===== config.mk =====
export PLATFORM = sky130hd
export DESIGN_NAME = uart_tx_burst
export DESIGN_NICKNAME = d
export VERILOG_FILES = /design/src/rtl/uart_tx_burst.sv
export SDC_FILE = /design/constraint.sdc
export NUM_CORES = 1
export LEC_CHECK = 0
export CORE_MARGIN = 8
export CORE_UTILIZATION = 54
export DETAILED_ROUTE_END_ITERATION = 10
export GPL_TIMING_DRIVEN = 0
export PLACE_DENSITY = 0.84
export SYNTH_ARGS = -nofsm -noshare
export SYNTH_HDL_FRONTEND = slang
export SYNTH_SLANG_ARGS = --single-unit

===== constraint.sdc =====
create_clock -name clk -period 3.9 [get_ports clk]
set_input_delay 0.78 -clock clk [delete_from_list [all_inputs] [get_ports clk]]
set_output_delay 0.78 -clock clk [all_outputs]
set_load 0.005 [all_outputs]

===== src/rtl/uart_tx_burst.sv =====
// Multi-word UART transmitter: latches a packed payload on load and sends each word
// as a framed character (start, LSB-first data, optional parity, stop) at CLK_DIV clocks per bit.
module uart_tx_burst #(
  parameter int CLK_DIV   = 434,
  parameter int DATA_BITS = 8,
  parameter int NUM_WORDS = 8,
  parameter int STOP_BITS = 1
) (
  input  logic                           clk,
  input  logic                           rst_m,
  input  logic                           load,
  input  logic [NUM_WORDS*DATA_BITS-1:0] data,
  input  logic                           parity_en,
  input  logic                           parity_kind,
  input  logic                           txd_en,
  output logic                           txd,
  output logic                           busy,
  output logic                           done
);

  localparam int PW = NUM_WORDS * DATA_BITS;
  localparam int CW = $clog2(CLK_DIV);
  localparam int WW = (NUM_WORDS > 1) ? $clog2(NUM_WORDS) : 1;
  localparam int BW = 4;

  typedef enum logic [2:0] {
    S_IDLE, S_START, S_DATA, S_PARITY, S_STOP, S_HOLD
  } state_t;

  state_t                 state_q, state_d;
  logic [CW-1:0]          baud_q, baud_d;
  logic [BW-1:0]          bit_q, bit_d;
  logic [WW-1:0]          word_q, word_d;
  logic [DATA_BITS-1:0]   shreg_q, shreg_d;
  logic [PW-1:0]          buf_q, buf_d;
  logic                   par_q, par_d;
  logic                   pen_q, pen_d;
  logic                   pkind_q, pkind_d;
  logic                   txd_q, txd_d;
  logic                   done_q, done_d;
  logic                   bit_end;

  always_ff @(posedge clk or posedge rst_m) begin
    if (rst_m) begin
      state_q <= S_IDLE;
      baud_q  <= '0;
      bit_q   <= '0;
      word_q  <= '0;
      shreg_q <= '0;
      buf_q   <= '0;
      par_q   <= 1'b0;
      pen_q   <= 1'b0;
      pkind_q <= 1'b0;
      txd_q   <= 1'b1;
      done_q  <= 1'b0;
    end else begin
      state_q <= state_d;
      baud_q  <= baud_d;
      bit_q   <= bit_d;
      word_q  <= word_d;
      shreg_q <= shreg_d;
      buf_q   <= buf_d;
      par_q   <= par_d;
      pen_q   <= pen_d;
      pkind_q <= pkind_d;
      txd_q   <= txd_d;
      done_q  <= done_d;
    end
  end

  always_comb begin
    state_d = state_q;
    baud_d  = baud_q;
    bit_d   = bit_q;
    word_d  = word_q;
    shreg_d = shreg_q;
    buf_d   = buf_q;
    par_d   = par_q;
    pen_d   = pen_q;
    pkind_d = pkind_q;
    bit_end = (baud_q == CW'(CLK_DIV - 1));
    // The baud counter restarts at every bit boundary, so each bit is exactly CLK_DIV clocks.
    if (state_q != S_IDLE && state_q != S_HOLD) begin
      baud_d = bit_end ? '0 : baud_q + 1'b1;
    end
    case (state_q)
      S_IDLE: begin
        if (load) begin
          state_d = S_START;
          baud_d  = '0;
          word_d  = '0;
          shreg_d = data[DATA_BITS-1:0];
          par_d   = ^data[DATA_BITS-1:0];
          buf_d   = data >> DATA_BITS;
          pen_d   = parity_en;
          pkind_d = parity_kind;
        end
      end
      S_START: begin
        if (bit_end) begin
          state_d = S_DATA;
          bit_d   = '0;
        end
      end
      S_DATA: begin
        if (bit_end) begin
          shreg_d = shreg_q >> 1;
          if (bit_q == BW'(DATA_BITS - 1)) begin
            state_d = pen_q ? S_PARITY : S_STOP;
            bit_d   = '0;
          end else begin
            bit_d = bit_q + 1'b1;
          end
        end
      end
      S_PARITY: begin
        if (bit_end) begin
          state_d = S_STOP;
          bit_d   = '0;
        end
      end
      S_STOP: begin
        if (bit_end) begin
          if (bit_q == BW'(STOP_BITS - 1)) begin
            bit_d = '0;
            if (word_q == WW'(NUM_WORDS - 1)) begin
              state_d = S_IDLE;
              word_d  = '0;
            end else begin
              // Next word is staged now so HOLD only has to wait for txd_en.
              state_d = txd_en ? S_START : S_HOLD;
              word_d  = word_q + 1'b1;
              shreg_d = buf_q[DATA_BITS-1:0];
              par_d   = ^buf_q[DATA_BITS-1:0];
              buf_d   = buf_q >> DATA_BITS;
            end
          end else begin
            bit_d = bit_q + 1'b1;
          end
        end
      end
      S_HOLD: begin
        if (txd_en) begin
          state_d = S_START;
          baud_d  = '0;
        end
      end
      default: state_d = S_IDLE;
    endcase
  end

  always_comb begin
    busy   = (state_q != S_IDLE);
    txd    = txd_q;
    done   = done_q;
    done_d = (state_q == S_STOP) && (state_d == S_IDLE);
    case (state_d)
      S_START:  txd_d = 1'b0;
      S_DATA:   txd_d = shreg_d[0];
      S_PARITY: txd_d = par_q ^ pkind_q;
      default:  txd_d = 1'b1;
    endcase
  end

endmodule


==> insert_results.sql, run 1 <==
INSERT INTO impl_metrics (metric_group, metric, value, unit) VALUES
('synthesis', 'syn-instance-count', '503', ''),
('clock_tree', 'cts_tree', 'yes', ''),
('synthesis', 'synth.area.top_cells', 'sky130_fd_sc_hd__dfrtp_1, sky130_fd_sc_hd__nand2_1, sky130_fd_sc_hd__a31oi_1, sky130_fd_sc_hd__nor2_1, sky130_fd_sc_hd__a22o_1', ''),
('clock_tree', 'ctsHtreeMaxLevel', '3', ''),
('placed_design', 'gp_congestion', '0.886', ''),
('min_path', 'min_from', 'shreg_q[7]', ''),
('sta', 'rsz0062_at_grt', 'false', ''),
('min_path', 'instance_count_along_the_most_critical_hold_path', '1', ''),
('power_and_ir_drop', 'p_per_area', '576', 'nW/um2'),
('status', 'run_status', 'completed', ''),
('routing', 'detail_route.wl_per_cell', '16.7', 'um'),
('clock_tree', 'cts-resized-gates', '0', ''),
('placed_design', 'dpl.cell_count', '681', ''),
('routing', 'postRouteWirelength', '11600', 'um'),
('critical_path', 'worst_setup_path_start_kind', 'flip-flop', ''),
('power_and_ir_drop', 'p_total', '3220', 'uW'),
('sta', 'fmax', '0.379', 'GHz'),
('sta', 'total_of_endpoints_with_negative_setup_slack_in_the_final_report', '0', ''),
('synthesis', 'synthDominantCellAreaShare', '0.482', ''),
('critical_path', 'cp_max_fo', '10', ''),
('routing', 'route.detailed.vias_per_inst', '5.89', ''),
('clock_tree', 'clock-root-buffer', 'sky130_fd_sc_hd__clkbuf_8', ''),
('routing', 'detail_route.first_pass.iterations', '5', ''),
('die', 'die_height', '107', 'um'),
('critical_path', 'timing.critical_path.arrival', '2.88', 'ns'),
('routing', 'first_iter_violations', '220', ''),
('sta', 'finalMaxSlewViolations', '0', ''),
('min_path', 'hp-class', 'reg -> reg', ''),
('critical_path', 'r2r_setup_slack', '1.26', 'ns'),
('finish', 'layout.core_utilization', '0.684', ''),
('placed_design', 'place_hpwl', '8630', 'um'),
('synthesis', 'yosysWarningCount', '0', ''),
('global_route', 'first_global_vias', '4103', ''),
('sta', 'timing.final.crit_share', '0.676', ''),
('finish', 'nets', '663', ''),
('routing', 'antenna_left', '0', ''),
('clock_tree', 'cts_buffer_depth', '2', ''),
('finish', 'post_layout_nonfiller_instances', '696', ''),
('die', 'floorplan.die_area', '11500', 'um2'),
('power_and_ir_drop', 'ir_worst_vdd', '0.276', 'mV'),
('global_route', 'grt_remaining_overflow', '0', ''),
('power_and_ir_drop', 'p_leak', '0.00231', 'uW'),
('sta', 'worst_slew_pin_slew', '0.757', 'ns'),
('critical_path', 'worstSetupPathType', 'reg -> reg', ''),
('finish', 'proportion_of_layout_cells_with_a_drive_suffix_above_1', '0.0778', ''),
('synthesis', 'synth_enable_flop_cells', '0', ''),
('global_route', 'grtUsageTotal', '0.207', ''),
('placed_design', 'place.port_buffers', '72', ''),
('synthesis', 'mappedNetlistArea', '4520', 'um2'),
('sta', 'period_minus_slack', '2.64', 'ns'),
('synthesis', 'yosys_register_bits', '88', ''),
('routing', 'drc', '0', ''),
('sta', 'hold_viol_final', '0', ''),
('run', 'number_of_max_cap_violations', '0', ''),
('clock_tree', 'insertion_delay', '0.36', 'ns'),
('finish', 'area_growth', '23.9', '%'),
('sta', 'clock-skew-final', '0.0156', 'ns'),
('clock_tree', 'cts_inserted_buffers', '9', ''),
('sta', 'slew_headroom', '0.491', ''),
('global_route', 'grt_pass1_wl', '19400', 'um'),
('finish', 'insertedDiodeCount', '0', ''),
('die', 'die-width', '107', 'um'),
('critical_path', 'regToRegEndpoint', 'buf_q[37]', ''),
('synthesis', 'postSynth.asyncResetShare', '1.00', ''),
('clock_tree', 'postCtsHoldBufs', '0', ''),
('min_path', 'hold_path_end', 'shreg_q[7]', ''),
('critical_path', 'cp_data_required_time', '4.14', 'ns'),
('die', 'starting_density_of_the_core', '0.552', ''),
('sta', 'fin_tns_setup', '0', 'ns'),
('global_route', 'number_of_antenna_violations_at_the_first_check_in_global_routing', '0', ''),
('die', 'num_io_pins', '73', '');
[cell usage after synthesis, drive strengths merged (2+ instances only)]
library cell	instances
nand2	115
dfrtp	87
nor2	65
a31oi	51
o21ai	20
buf	17
a22o	16
clkbuf	16
xnor2	13
inv	8
a21oi	7
a221o	6
ha	6
nor3	5
xor2	5
a22oi	4
nand2b	4
nand3	4
nor4	4
a21o	3
and4	3
nand4	3
nor3b	3
nor4b	3
o22ai	3
o31ai	3
or3b	3
mux2	2
nand3b	2
nor2b	2
o311ai	2
or4b	2
[cells by family after synthesis]
| kind of cell | count (synthesis) | synth area share |
|---|---|---|
| and+or+nand+nor | 225 | 0.230 |
| buffers and inverters | 41 | 0.0407 |
| AOI/OAI and AO/OA | 122 | 0.183 |
| adders and majority gates | 6 | 0.0166 |
| muxes | 3 | 0.00720 |
| xor gates and xnor gates | 18 | 0.0349 |
| DFF | 88 | 0.488 |
[registers in the layout (all words and copies together) (netlist names), 3 cells and up]
name,count
buf_q,56
shreg_q,8
bit_q,4
baud_q,9
word_q,3
state_q,3
[worst max-delay path by stage]
stage / slack, ns / from / end
floorplan: 0.84 / rst_m / baud_q[0]
detailed placement: 1.18 / load / pkind_q
global route: 1.05 / bit_q[0] / buf_q[32]
finish: 1.26 / bit_q[0] / buf_q[37]
global placement: -0.40 / rst_m / buf_q[3]
CTS: 1.28 / bit_q[0] / buf_q[37]
[power breakdown]
part | total, uW | switching, uW | leakage [uW] | internal (uW)
Combinational | 1020 | 496 | 0.00118 | 526
Clock | 645 | 332 | 0.0000920 | 313
Sequential | 1550 | 267 | 0.00104 | 1290
Total | 3220 | 1090 | 0.00231 | 2130
[critical path, cell delays in order (launching register included)]
cell and delay, ns:
sky130_fd_sc_hd__dfrtp_1 0.44, sky130_fd_sc_hd__inv_1 0.07, sky130_fd_sc_hd__ha_1 0.18, sky130_fd_sc_hd__nor3b_1 0.57
sky130_fd_sc_hd__a41oi_1 0.30, sky130_fd_sc_hd__nor3_2 0.34, sky130_fd_sc_hd__buf_2 0.30, sky130_fd_sc_hd__buf_4 0.21
sky130_fd_sc_hd__a31oi_1 0.10
[per-layer routing]
metal,track usage,wire (um)
met5,0,0
met4,0.0773,217
met3,0.0413,727
met2,0.336,5660
met1,0.269,4990
[layout by cell type (no fill, tap or decap), types with 5 or more instances in the layout]
cell	instances
sky130_fd_sc_hd__a21oi_1	7
sky130_fd_sc_hd__dfrtp_1	87
sky130_fd_sc_hd__nand2_1	114
sky130_fd_sc_hd__o21ai_0	19
sky130_fd_sc_hd__nor2_1	65
sky130_fd_sc_hd__clkbuf_1	17
sky130_fd_sc_hd__buf_2	12
sky130_fd_sc_hd__ha_1	6
sky130_fd_sc_hd__a22o_1	16
sky130_fd_sc_hd__inv_1	7
sky130_fd_sc_hd__clkdlybuf4s50_1	72
sky130_fd_sc_hd__clkbuf_8	10
sky130_fd_sc_hd__xor2_1	5
sky130_fd_sc_hd__xnor2_1	13
sky130_fd_sc_hd__a31oi_1	51
sky130_fd_sc_hd__a221o_1	6
[metrics by stage]
step | worst slack (ns) | cell area (um2)
final | 1.26 | 5590
after global routing | 1.05 | 5590
after CTS | 1.28 | 5590
after detailed placement | 1.18 | 5400
after global placement | -0.404 | 5370
after floorplan | 0.843 | 4520
[final cells by class]
| type | count | area, um2 |
|---|---|---|
| Sequential cell | 88 | 2200 |
| Buffer | 33 | 154 |
| Timing Repair Buffer | 73 | 748 |
| Tap cell | 105 | 131 |
| Fill cell | 666 | 2580 |
| Multi-Input combinational cell | 374 | 2130 |
| Clock inverter | 4 | 53.8 |
| Clock buffer | 11 | 141 |
| Inverter | 8 | 32.5 |
(Power assumes the default switching activity.)
==> inputs of run 2 (changes only) <==
- clock period: 3.9 -> 2.74 ns (I/O delays scaled with it)
==> insert_results.sql, run 2 (synthesized netlist as in run 1, its figures left out) <==
INSERT INTO impl_metrics (metric_group, metric, value, unit) VALUES
('routing', 'route.detailed.vias_per_inst', '5.88', ''),
('die', 'die-width', '107', 'um'),
('sta', 'rsz0062_at_grt', 'false', ''),
('global_route', 'grt_pass1_wl', '19900', 'um'),
('placed_design', 'place.port_buffers', '72', ''),
('critical_path', 'timing.critical_path.slowest_cell_delay', '0.43', 'ns'),
('critical_path', 'worstSetupPathType', 'reg -> reg', ''),
('finish', 'nets', '664', ''),
('clock_tree', 'clkSlewWorstSetupHoldPaths', '0.09', 'ns'),
('finish', 'insertedDiodeCount', '0', ''),
('clock_tree', 'cts_tree', 'yes', ''),
('finish', 'largest_registers', 'buf_q x56, baud_q x9, shreg_q x8', ''),
('power_and_ir_drop', 'p_leak', '0.00231', 'uW'),
('global_route', 'first_global_vias', '4171', ''),
('finish', 'fillers', '664', ''),
('die', 'num_io_pins', '73', ''),
('global_route', 'grtUsageTotal', '0.211', ''),
('finish', 'proportion_of_layout_cells_with_a_drive_suffix_above_1', '0.0826', ''),
('sta', 'slew_headroom', '0.479', ''),
('global_route', 'largest_net_degree_at_the_start_of_global_routing', '44', ''),
('clock_tree', 'ctsHtreeMaxLevel', '3', ''),
('critical_path', 'timing.critical_path.arrival', '2.65', 'ns'),
('sta', 'period_minus_slack', '2.41', 'ns'),
('clock_tree', 'cts_buffer_depth', '2', ''),
('die', 'rows', '33', ''),
('sta', 'clock-skew-final', '0.0125', 'ns'),
('placed_design', 'dpl.cell_count', '682', ''),
('finish', 'area_growth', '23.9', '%'),
('die', 'die_height', '107', 'um'),
('clock_tree', 'insertion_delay', '0.37', 'ns'),
('sta', 'total_of_endpoints_with_negative_setup_slack_in_the_final_report', '0', ''),
('critical_path', 'worst-path-buf-inv', '3', ''),
('sta', 'fin_tns_setup', '0', 'ns'),
('global_route', 'number_of_antenna_violations_at_the_first_check_in_global_routing', '0', ''),
('global_route', 'grt_remaining_overflow', '0', ''),
('critical_path', 'worst_setup_path_start_kind', 'flip-flop', ''),
('sta', 'worst_slew_pin_slew', '0.776', 'ns'),
('die', 'floorplan.die_area', '11500', 'um2'),
('critical_path', 'cp_data_required_time', '2.98', 'ns'),
('clock_tree', 'post-cts-setup-buffer-count', '0', ''),
('routing', 'routed-via-count', '4103', ''),
('die', 'starting_density_of_the_core', '0.552', ''),
('clock_tree', 'cts-resized-gates', '0', ''),
('status', 'run_status', 'completed', ''),
('sta', 'fmax', '0.415', 'GHz'),
('sta', 'hold_viol_final', '0', ''),
('min_path', 'hp-class', 'reg -> reg', ''),
('placed_design', 'gp_congestion', '0.891', ''),
('clock_tree', 'postCtsHoldBufs', '0', ''),
('finish', 'commonest_cells_after_routing_fill_and_taps_aside', 'sky130_fd_sc_hd__nand2_1, sky130_fd_sc_hd__dfrtp_1, sky130_fd_sc_hd__clkdlybuf4s50_1', ''),
('critical_path', 'cp_max_fo', '10', ''),
('run', 'number_of_max_cap_violations', '0', ''),
('clock_tree', 'clock-root-buffer', 'sky130_fd_sc_hd__clkbuf_8', ''),
('critical_path', 'setup.worst_path.end_class', 'flip-flop', ''),
('clock_tree', 'cts_inserted_buffers', '9', ''),
('power_and_ir_drop', 'p_per_area', '811', 'nW/um2'),
('sta', 'timing.final.crit_share', '0.880', ''),
('finish', 'largest_register_ffs', '56', ''),
('finish', 'regMostFlops', 'buf_q', ''),
('clock_tree', 'cts_num_sinks', '88', ''),
('finish', 'most_common_cell_after_layout_fill_and_taps_aside', 'sky130_fd_sc_hd__nand2_1', ''),
('critical_path', 'path_cells', 'inv_1 > ha_1 > nor4b_4 > a41oi_1 > nor3_2 > buf_2 > buf_4 > a31oi_1', ''),
('routing', 'antenna_left', '0', ''),
('finish', 'post_layout_nonfiller_instances', '698', ''),
('routing', 'detail_route.first_pass.iterations', '5', ''),
('routing', 'postRouteWirelength', '11700', 'um'),
('routing', 'first_iter_violations', '225', ''),
('routing', 'detail_route.wl_per_cell', '16.8', 'um'),
('critical_path', 'worst_path_slowest_cell', 'sky130_fd_sc_hd__dfrtp_1', ''),
('routing', 'drc', '0', ''),
('critical_path', 'cp_top_family', 'simple AND/OR/NAND/NOR gates', ''),
('sta', 'finalMaxSlewViolations', '0', ''),
('die', 'core-area', '8180', 'um2'),
('power_and_ir_drop', 'ir_worst_vdd', '0.389', 'mV'),
('placed_design', 'place_hpwl', '8880', 'um');
run 2: layout make-up:
type,count,area [um2],area share
well taps,105,131,0.0235
plain buffers,33,154,0.0275
clock buffers,10,128,0.0228
flip-flops and latches,88,2200,0.394
inverters,8,33.8,0.00603
repair buffers,74,761,0.136
clock inverters,6,52.6,0.00939
multi-input cells,374,2130,0.381
run 2: metrics by stage:
step	hold WS [ns]	power (uW)	setup slack [ns]	util	instance area [um2]
2_1_floorplan	0.450	3220	0.689	-	4520
3_3_place_gp	0.468	3600	0.194	0.657	5370
3_5_place_dp	0.471	3700	0.150	0.662	5410
4_1_cts	0.491	4550	0.106	0.684	5590
5_1_grt	0.531	4850	0.110	0.685	5600
6_report	0.494	4540	0.330	0.685	5600
run 2: per-layer routing:
layer | global-route usage | vias to the layer above | wire (um)
met5 | 0 | - | 0
met2 | 0.348 | 126 | 5840
met1 | 0.267 | 2002 | 5020
met3 | 0.0395 | 23 | 612
li1 | - | 1952 | -
met4 | 0.0872 | 0 | 230
run 2: power by group:
group	internal [uW]	switching [uW]	leakage [uW]
clock network	343	507	0.0000850
logic	751	722	0.00119
registers	1830	387	0.00104
total	2930	1620	0.00231
run 2: path summary, 6_finish.rpt:
kind | to | start | cells past startpoint | slack [ns]
min reg2reg | shreg_q[7] | shreg_q[7] | 1 | 0.49
min | shreg_q[7] | shreg_q[7] | 1 | 0.49
max | buf_q[13] | baud_q[1] | 8 | 0.33
min in group asynchronous | baud_q[6] | rst_m | 2 | 0.53
max in group asynchronous | shreg_q[3] | rst_m | 3 | 1.65
max reg2reg | buf_q[13] | baud_q[1] | 8 | 0.33
run 2: worst reg2reg max path: stages (launching register included):
cell                      delay [ns]
sky130_fd_sc_hd__dfrtp_1        0.43
sky130_fd_sc_hd__inv_1          0.07
sky130_fd_sc_hd__ha_1           0.18
sky130_fd_sc_hd__nor4b_4        0.38
sky130_fd_sc_hd__a41oi_1        0.28
sky130_fd_sc_hd__nor3_2         0.33
sky130_fd_sc_hd__buf_2          0.30
sky130_fd_sc_hd__buf_4          0.21
sky130_fd_sc_hd__a31oi_1        0.11
==> inputs of run 3 (changes only) <==
- SLEW_MARGIN: not set -> 20
==> insert_results.sql, run 3 (synthesized netlist as in run 1, its figures left out) <==
INSERT INTO impl_metrics (metric_group, metric, value, unit) VALUES
('status', 'run_status', 'completed', ''),
('routing', 'routed-via-count', '4083', ''),
('critical_path', 'cp_max_fo', '5', ''),
('placed_design', 'dp_slack', '0.180', 'ns'),
('finish', 'finalInstanceArea', '5620', 'um2'),
('clock_tree', 'cts_tree', 'yes', ''),
('routing', 'detail_route.first_pass.iterations', '5', ''),
('sta', 'period_minus_slack', '2.41', 'ns'),
('clock_tree', 'ctsHtreeMaxLevel', '3', ''),
('clock_tree', 'clkSlewWorstSetupHoldPaths', '0.09', 'ns'),
('die', 'starting_density_of_the_core', '0.552', ''),
('finish', 'nets', '664', ''),
('sta', 'finalMaxSlewViolations', '0', ''),
('placed_design', 'gp_congestion', '0.891', ''),
('global_route', 'first_global_vias', '4076', ''),
('global_route', 'grtUsageTotal', '0.212', ''),
('critical_path', 'worst_setup_path_start_kind', 'flip-flop', ''),
('finish', 'largest_register_ffs', '56', ''),
('clock_tree', 'cts_buffer_depth', '2', ''),
('clock_tree', 'cts_inserted_buffers', '9', ''),
('critical_path', 'cp_top_family', 'simple AND/OR/NAND/NOR gates', ''),
('die', 'die_height', '107', 'um'),
('power_and_ir_drop', 'p_total', '4620', 'uW'),
('critical_path', 'timing.critical_path.arrival', '2.70', 'ns'),
('placed_design', 'place.port_buffers', '72', ''),
('global_route', 'largest_net_degree_at_the_start_of_global_routing', '33', ''),
('critical_path', 'worstSetupPathType', 'reg -> reg', ''),
('finish', 'most_common_cell_after_layout_fill_and_taps_aside', 'sky130_fd_sc_hd__nand2_1', ''),
('global_route', 'grt_pass1_wl', '19800', 'um'),
('critical_path', 'path_cells', 'ha_1 > ha_1 > or4b_2 > nor4_4 > nand2_1 > and4b_1 > o21ai_1', ''),
('clock_tree', 'cts_num_sinks', '88', ''),
('die', 'rows', '33', ''),
('critical_path', 'worst_path_slowest_cell', 'sky130_fd_sc_hd__or4b_2', ''),
('power_and_ir_drop', 'p_leak', '0.00232', 'uW'),
('sta', 'final.setup.worst_slack', '0.331', 'ns'),
('sta', 'fmax', '0.415', 'GHz'),
('finish', 'regMostFlops', 'buf_q', ''),
('finish', 'layout.core_utilization', '0.687', ''),
('routing', 'antenna_left', '0', ''),
('clock_tree', 'insertion_delay', '0.37', 'ns'),
('clock_tree', 'clock-root-buffer', 'sky130_fd_sc_hd__clkbuf_8', ''),
('sta', 'rsz0062_at_grt', 'false', ''),
('sta', 'hold_viol_final', '0', ''),
('finish', 'area_growth', '24.4', '%'),
('global_route', 'number_of_antenna_violations_at_the_first_check_in_global_routing', '0', ''),
('sta', 'slew_headroom', '0.476', ''),
('critical_path', 'cp_common_cell', 'sky130_fd_sc_hd__ha_1', ''),
('finish', 'proportion_of_layout_cells_with_a_drive_suffix_above_1', '0.0828', ''),
('die', 'die-width', '107', 'um'),
('critical_path', 'timing.critical_path.slowest_cell_delay', '0.67', 'ns'),
('placed_design', 'place_hpwl', '8730', 'um'),
('routing', 'detail_route.wl_per_cell', '16.8', 'um'),
('finish', 'largest_registers', 'buf_q x56, baud_q x9, shreg_q x8', ''),
('min_path', 'hp-class', 'reg -> reg', ''),
('finish', 'fillers', '641', ''),
('die', 'floorplan.die_area', '11500', 'um2'),
('die', 'num_io_pins', '73', ''),
('power_and_ir_drop', 'ir_worst_vdd', '0.419', 'mV'),
('finish', 'insertedDiodeCount', '0', ''),
('routing', 'route.detailed.vias_per_inst', '5.86', ''),
('global_route', 'grt_remaining_overflow', '0', ''),
('finish', 'commonest_cells_after_routing_fill_and_taps_aside', 'sky130_fd_sc_hd__nand2_1, sky130_fd_sc_hd__dfrtp_1, sky130_fd_sc_hd__clkdlybuf4s50_1', ''),
('sta', 'worst_slew_pin_slew', '0.780', 'ns'),
('run', 'number_of_max_cap_violations', '0', ''),
('routing', 'drc', '0', ''),
('sta', 'clock-skew-final', '0.0135', 'ns'),
('routing', 'postRouteWirelength', '11700', 'um'),
('routing', 'first_iter_violations', '246', ''),
('sta', 'total_of_endpoints_with_negative_setup_slack_in_the_final_report', '0', ''),
('critical_path', 'cp_data_required_time', '3.03', 'ns'),
('critical_path', 'setup.worst_path.end_class', 'flip-flop', ''),
('sta', 'timing.final.crit_share', '0.879', ''),
('die', 'core-area', '8180', 'um2'),
('sta', 'fin_tns_setup', '0', 'ns'),
('placed_design', 'placed_cell_area', '5410', 'um2'),
('critical_path', 'worst-path-buf-inv', '0', ''),
('power_and_ir_drop', 'p_per_area', '822', 'nW/um2');
[run 3: cell count changes in the layout (fill, tap and decap cells not counted)]
cell,previous run,this run
sky130_fd_sc_hd__clkbuf_1,17,16
sky130_fd_sc_hd__clkinv_4,2,0
sky130_fd_sc_hd__bufinv_16,0,1
sky130_fd_sc_hd__clkbuf_8,9,10
[run 3: what timing repair did]
item | 4_1_cts | 5_1_grt
setup endpoints to repair | 0 | 41
buffers inserted | 0 | 0
hold buffers | 0 | 0
gates resized for setup | 0 | 1
endpoints found under the hold margin | 0 | 0
[run 3: layout make-up]
class | count | area [um2] | share of cell area
clock inverters | 5 | 65.1 | 0.0116
well taps | 105 | 131 | 0.0234
plain buffers | 33 | 154 | 0.0274
flip-flops and latches | 88 | 2200 | 0.392
clock buffers | 10 | 138 | 0.0245
inverters | 8 | 33.8 | 0.00601
repair buffers | 74 | 761 | 0.135
multi-input cells | 374 | 2130 | 0.380
[run 3: metrics by stage]
stage                     cells  hold WS, ns
after floorplan             503        0.450
after global placement      680        0.468
after detailed placement    682        0.471
after CTS                   697        0.491
after global routing        697        0.530
final                       697        0.492
[run 3: report_power, final]
group / internal (uW) / total, uW / switching, uW
Combinational: 751 / 1460 / 712
Clock: 451 / 939 / 488
Sequential: 1830 / 2220 / 388
Total: 3030 / 4620 / 1590
[run 3: final timing paths]
| check | start | end | slack (ns) | cells past startpoint |
|---|---|---|---|---|
| min | shreg_q[7] | shreg_q[7] | 0.49 | 1 |
| max reg2reg | word_q[0] | txd | 0.33 | 7 |
| min in group asynchronous | rst_m | buf_q[41] | 0.61 | 2 |
| max in group asynchronous | rst_m | buf_q[24] | 1.36 | 4 |
| min reg2reg | shreg_q[7] | shreg_q[7] | 0.49 | 1 |
| max | word_q[0] | txd | 0.33 | 7 |
[run 3: routing by layer]
metal / GRT usage / part of all wire / vias to the layer above
met1: 0.271 / 0.43 / 1972
li1: - / - / 1945
met4: 0.0793 / 0.020 / 0
met2: 0.346 / 0.49 / 143
met3: 0.0419 / 0.060 / 23
met5: 0 / 0 / -
==> variant 1, RTL diff (config.mk and constraints of run 3) <==
`DATA_BITS`: 8 -> 7.
--- a/src/rtl/uart_tx_burst.sv
+++ b/src/rtl/uart_tx_burst.sv
@@ -2,7 +2,7 @@
 // as a framed character (start, LSB-first data, optional parity, stop) at CLK_DIV clocks per bit.
 module uart_tx_burst #(
   parameter int CLK_DIV   = 434,
-  parameter int DATA_BITS = 8,
+  parameter int DATA_BITS = 7,
   parameter int NUM_WORDS = 8,
   parameter int STOP_BITS = 1
 ) (
Ports: changed (resized data); port bits go from 73 to 65. The function was not compared with the original's and may differ.
==> variant 1 against run 3 <==
- sequential share of layout area shrank 0.21 points
- area after synthesis shrank 8.3%
- count of clock-buffer cells in the layout grew 1
- highest routed layer unchanged
- design area shrank 8.6%
- hold slack gained 14 ps
- largest cell class unchanged
- routed wire length shrank 12%
- first-iteration DRC count shrank 22%
- worst setup slack gained 49 ps
- utilization shrank 0.86 points
- critical path depth shrank 4
- non-clock buffer count shrank 16
- total power shrank 10%
- sequential cell count shrank 8
==> variant 1: results (changes against run 3) <==
- Status: completed (unchanged)
- CP max FO: 9 (was 5)
- Routed len/inst: 16.0 um (was 16.8 um)
- CP max stage cell: clkdlybuf4s50_1 (was or4b_2)
- Measured slew at the worst slew-check pin: 602 ps (was 780 ps)
- Initial antenna violation count: 0 (unchanged)
- Inst Count DP: 631 (was 682)
- DP Wirelength: 7720 um (was 8730 um)
- Top delay family on crit path: buffers and inverters (was simple AND/OR/NAND/NOR gates)
- Yosys cell types: 59 (was 57)
- Post-Route Skew: 9.63 ps (was 13.5 ps)
- WL final: 10300 um (was 11700 um)
- Post-synth top cells: 104 x nand2_1, 79 x dfrtp_1, 53 x nor2_1 (was 114 x nand2_1, 87 x dfrtp_1, 65 x nor2_1)
- Cell count after synthesis: 464 (was 503)
- Fillers: 576 (was 641)
- Skew-Pair Late Insertion Delay: 350 ps (was 370 ps)
- Initial DRC count: 193 (was 246)
- All-Layer GR Usage: 19.2% (was 21.2%)
- Nets@finish: 609 (was 664)
- Placed inst area: 4930 sq um (was 5410 sq um)
- Register area share after synthesis: 48.4% (was 48.8%)
- Largest net degree at the start of global routing: 42 (was 33)
- VDD IR-drop max: 0.000488 V (was 0.000419 V)
- Leakage: 2.12 nW (was 2.32 nW)
- Final GP Congestion: 0.902 (was 0.891)
- Max incr delay on CP: 470 ps (was 670 ps)
- WP data arrival: 1810 ps (was 2700 ps)
- Fraction of layout cells with a size suffix above 1: 9.74% (was 8.28%)
- Regs by FF count: buf_q (49), baud_q (9), shreg_q (7) (was buf_q (56), baud_q (9), shreg_q (8))
- Global-route wire length before repair: 17400 um (was 19800 um)
- Mapped Nets: 533 (was 579)
- Most area-consuming cells after synthesis: dfrtp_1 48%, nand2_1 9.4%, a31oi_1 6.6% (was dfrtp_1 48%, nand2_1 9.5%, a31oi_1 7.1%)
- Input/output buffers: 64 (was 72)
- DP Worst Slack: 360 ps (was 180 ps)
-- variant 1: cell count changes in the layout (fill, tap and decap cells not counted), sizes merged, moves of 5 or more --
cell           change
clkdlybuf4s50      -8
nand2             -11
dfrtp              -8
a22o               -7
a22oi              +6
nand2b             +5
nand3              +7
clkbuf             -6
xnor2              -5
nor2               -9
a221o              -6
a31oi              -7
-- variant 1: metal layers --
metal / vias to the layer above / routed length (um) / GRT usage, %
met5: - / 0 / 0
met4: 0 / 206 / 8.60
met3: 17 / 469 / 2.73
met2: 95 / 5080 / 31.7
met1: 1818 / 4570 / 24.5
li1: 1776 / - / -
-- variant 1: cells by family (layout without fill, tap and decap cells) --
| kind of cell | after synthesis | in the layout | synth area share, % |
|---|---|---|---|
| buf+inv | 37 | 117 | 3.99 |
| simple gates | 210 | 210 | 23.4 |
| xor+xnor | 15 | 15 | 3.17 |
| compound gates | 113 | 113 | 18.5 |
| mux | 2 | 2 | 0.544 |
| fa+ha+maj | 7 | 7 | 2.11 |
| flops | 80 | 80 | 48.4 |
-- variant 1: per-stage QoR --
| stage | TNS [ps] | hold WS, ps |
|---|---|---|
| after detailed placement | 0 | 493 |
| after CTS | 0 | 510 |
| after global routing | 0 | 538 |
| final | 0 | 506 |
| after floorplan | 0 | 470 |
| after global placement | -87430 | 487 |
-- variant 1: where the power goes --
part | internal (mW) | switching [mW] | total [mW] | leakage, nW
clock network | 0.469 | 0.426 | 0.895 | 0.106
logic | 0.637 | 0.642 | 1.28 | 1.07
registers | 1.66 | 0.326 | 1.98 | 0.948
-- variant 1: layout make-up --
cell class	instances	area, sq um	area share (%)
Clock inverter	4	52.6	1.02
Tap cell	102	128	2.48
Buffer	26	124	2.41
Clock buffer	11	151	2.95
Timing Repair Buffer	65	661	12.9
Sequential cell	80	2000	39.0
Inverter	11	43.8	0.852
Multi-Input combinational cell	347	1970	38.4
-- variant 1: worst min-delay path: cells and delay by family (launching register included) --
kind | cells | cell delay (ps)
and+or+nand+nor | 2 | 130
DFF | 1 | 340
-- variant 1: path summary, 6_finish.rpt --
check / cells after the start / slack (ps) / to / start
hold reg to reg: 2 / 510 / shreg_q[4] / shreg_q[4]
hold / removal: 2 / 510 / shreg_q[4] / shreg_q[4]
setup reg to reg: 8 / 380 / par_q / word_q[0]
setup / recovery: 3 / 380 / busy / state_q[0]
max in group asynchronous: 3 / 1520 / txd / rst_m
min in group asynchronous: 2 / 590 / buf_q[27] / rst_m
==> variant 2, RTL diff (settings of run 3) <==
Made on the original files. Register the output `txd`, cleared by the reset; this adds one clock of latency there. The other outputs are not delayed to match.
--- a/src/rtl/uart_tx_burst.sv
+++ b/src/rtl/uart_tx_burst.sv
@@ -26,6 +26,8 @@
   typedef enum logic [2:0] {
     S_IDLE, S_START, S_DATA, S_PARITY, S_STOP, S_HOLD
   } state_t;
+
+  logic txd_c;
 
   state_t                 state_q, state_d;
   logic [CW-1:0]          baud_q, baud_d;
@@ -151,7 +153,7 @@
 
   always_comb begin
     busy   = (state_q != S_IDLE);
-    txd    = txd_q;
+    txd_c  = txd_q;
     done   = done_q;
     done_d = (state_q == S_STOP) && (state_d == S_IDLE);
     case (state_d)
@@ -162,5 +164,13 @@
     endcase
   end
 
+  always_ff @(posedge clk or posedge rst_m) begin
+    if (rst_m) begin
+      txd <= '0;
+    end else begin
+      txd <= txd_c;
+    end
+  end
+
 endmodule
 
Formal check against the unedited RTL: not equivalent (Yosys sat finds a counterexample within 4 cycles, from zero or initial values and one cycle with rst_m high).
==> variant 2 against run 3 <==
- total power fell by 3.1%
- area after synthesis fell by 1.3%
- worst setup slack got worse by 4.3 ps
- clock power rose by 8%
- final cell count down 6.5%
- design area decreased by 0.73%
- sequential cell count increased by 1
- routed wire length shrank 11%
- largest power group unchanged
- highest routed layer unchanged
==> variant 2: results (changes against run 3) <==
- Status: completed (unchanged)
- DRT met1 WL: 4530 um (was 5050 um)
- R2R Path End: buf_q[15] (was txd)
- Adder-cell share of the synthesized area: 1.68% (was 1.66%)
- Final GP Congestion: 0.887 (was 0.891)
- Util after Layout: 68.9% (was 68.7%)
- Footprint of the multi-input gates: 2010 sq um (was 2130 sq um)
- DP Wirelength: 7970 um (was 8730 um)
- CP max FO: 10 (was 5)
- Synth Area in Compound Gates: 15.9% (was 18.3%)
- VDD IR-drop max: 0.000369 V (was 0.000419 V)
- Vias in the first global route: 3818 (was 4076)
- Leakage: 2.37 nW (was 2.32 nW)
- R2R setup slack: 420 ps (was 330 ps)
- Seq. pwr: 2.16 mW (was 2.22 mW)
- Count of non-CTS buffers in the layout: 101 (was 107)
- Top delay family on crit path: buffers and inverters (was simple AND/OR/NAND/NOR gates)
- WL final: 10500 um (was 11700 um)
- Hold path start: txd_c (was shreg_q[7])
- Fraction of layout cells with a size suffix above 1: 8.78% (was 8.28%)
- Xor and xnor area share after synthesis: 3.34% (was 3.49%)
- Nets@finish: 618 (was 664)
- Inverters: 18 (was 8)
- Cell count after synthesis: 457 (was 503)
- Multi-input gates: 323 (was 374)
- Non-clock buffer share of cell area: 16.3% (about the same)
- Largest net degree at the start of global routing: 36 (was 33)
- Inst Count DP: 636 (was 682)
- Hold Crit Depth: 0 (was 1)
- Max incr delay on CP: 480 ps (was 670 ps)
- Pwr Density: 803 nW/um^2 (was 822 nW/um^2)
-- variant 2: cell types whose count changed after synthesis, moves of 5 or more --
| cell | before | now |
|---|---|---|
| a221o_1 | 6 | 0 |
| a222oi_1 | 1 | 6 |
| mux2i_1 | 1 | 48 |
| clkbuf_1 | 16 | 4 |
| nand2_1 | 114 | 87 |
| buf_2 | 12 | 18 |
| a22o_1 | 16 | 0 |
| nor2_1 | 65 | 7 |
| o21ai_1 | 1 | 20 |
| inv_1 | 8 | 18 |
| a31oi_1 | 51 | 2 |
| o21ai_0 | 19 | 65 |
-- variant 2: through the flow --
step	hold WS, ps	setup WS [ps]
6_report	394	327
5_1_grt	397	139
3_3_place_gp	381	234
4_1_cts	397	327
3_5_place_dp	385	393
2_1_floorplan	379	765
-- variant 2: routing by layer --
metal  global-route usage [%]  vias to the layer above
met3                     4.50                       15
met4                     8.14                        0
met2                     31.0                      112
met5                        0                        -
met1                     24.7                     1757
li1                         -                     1772
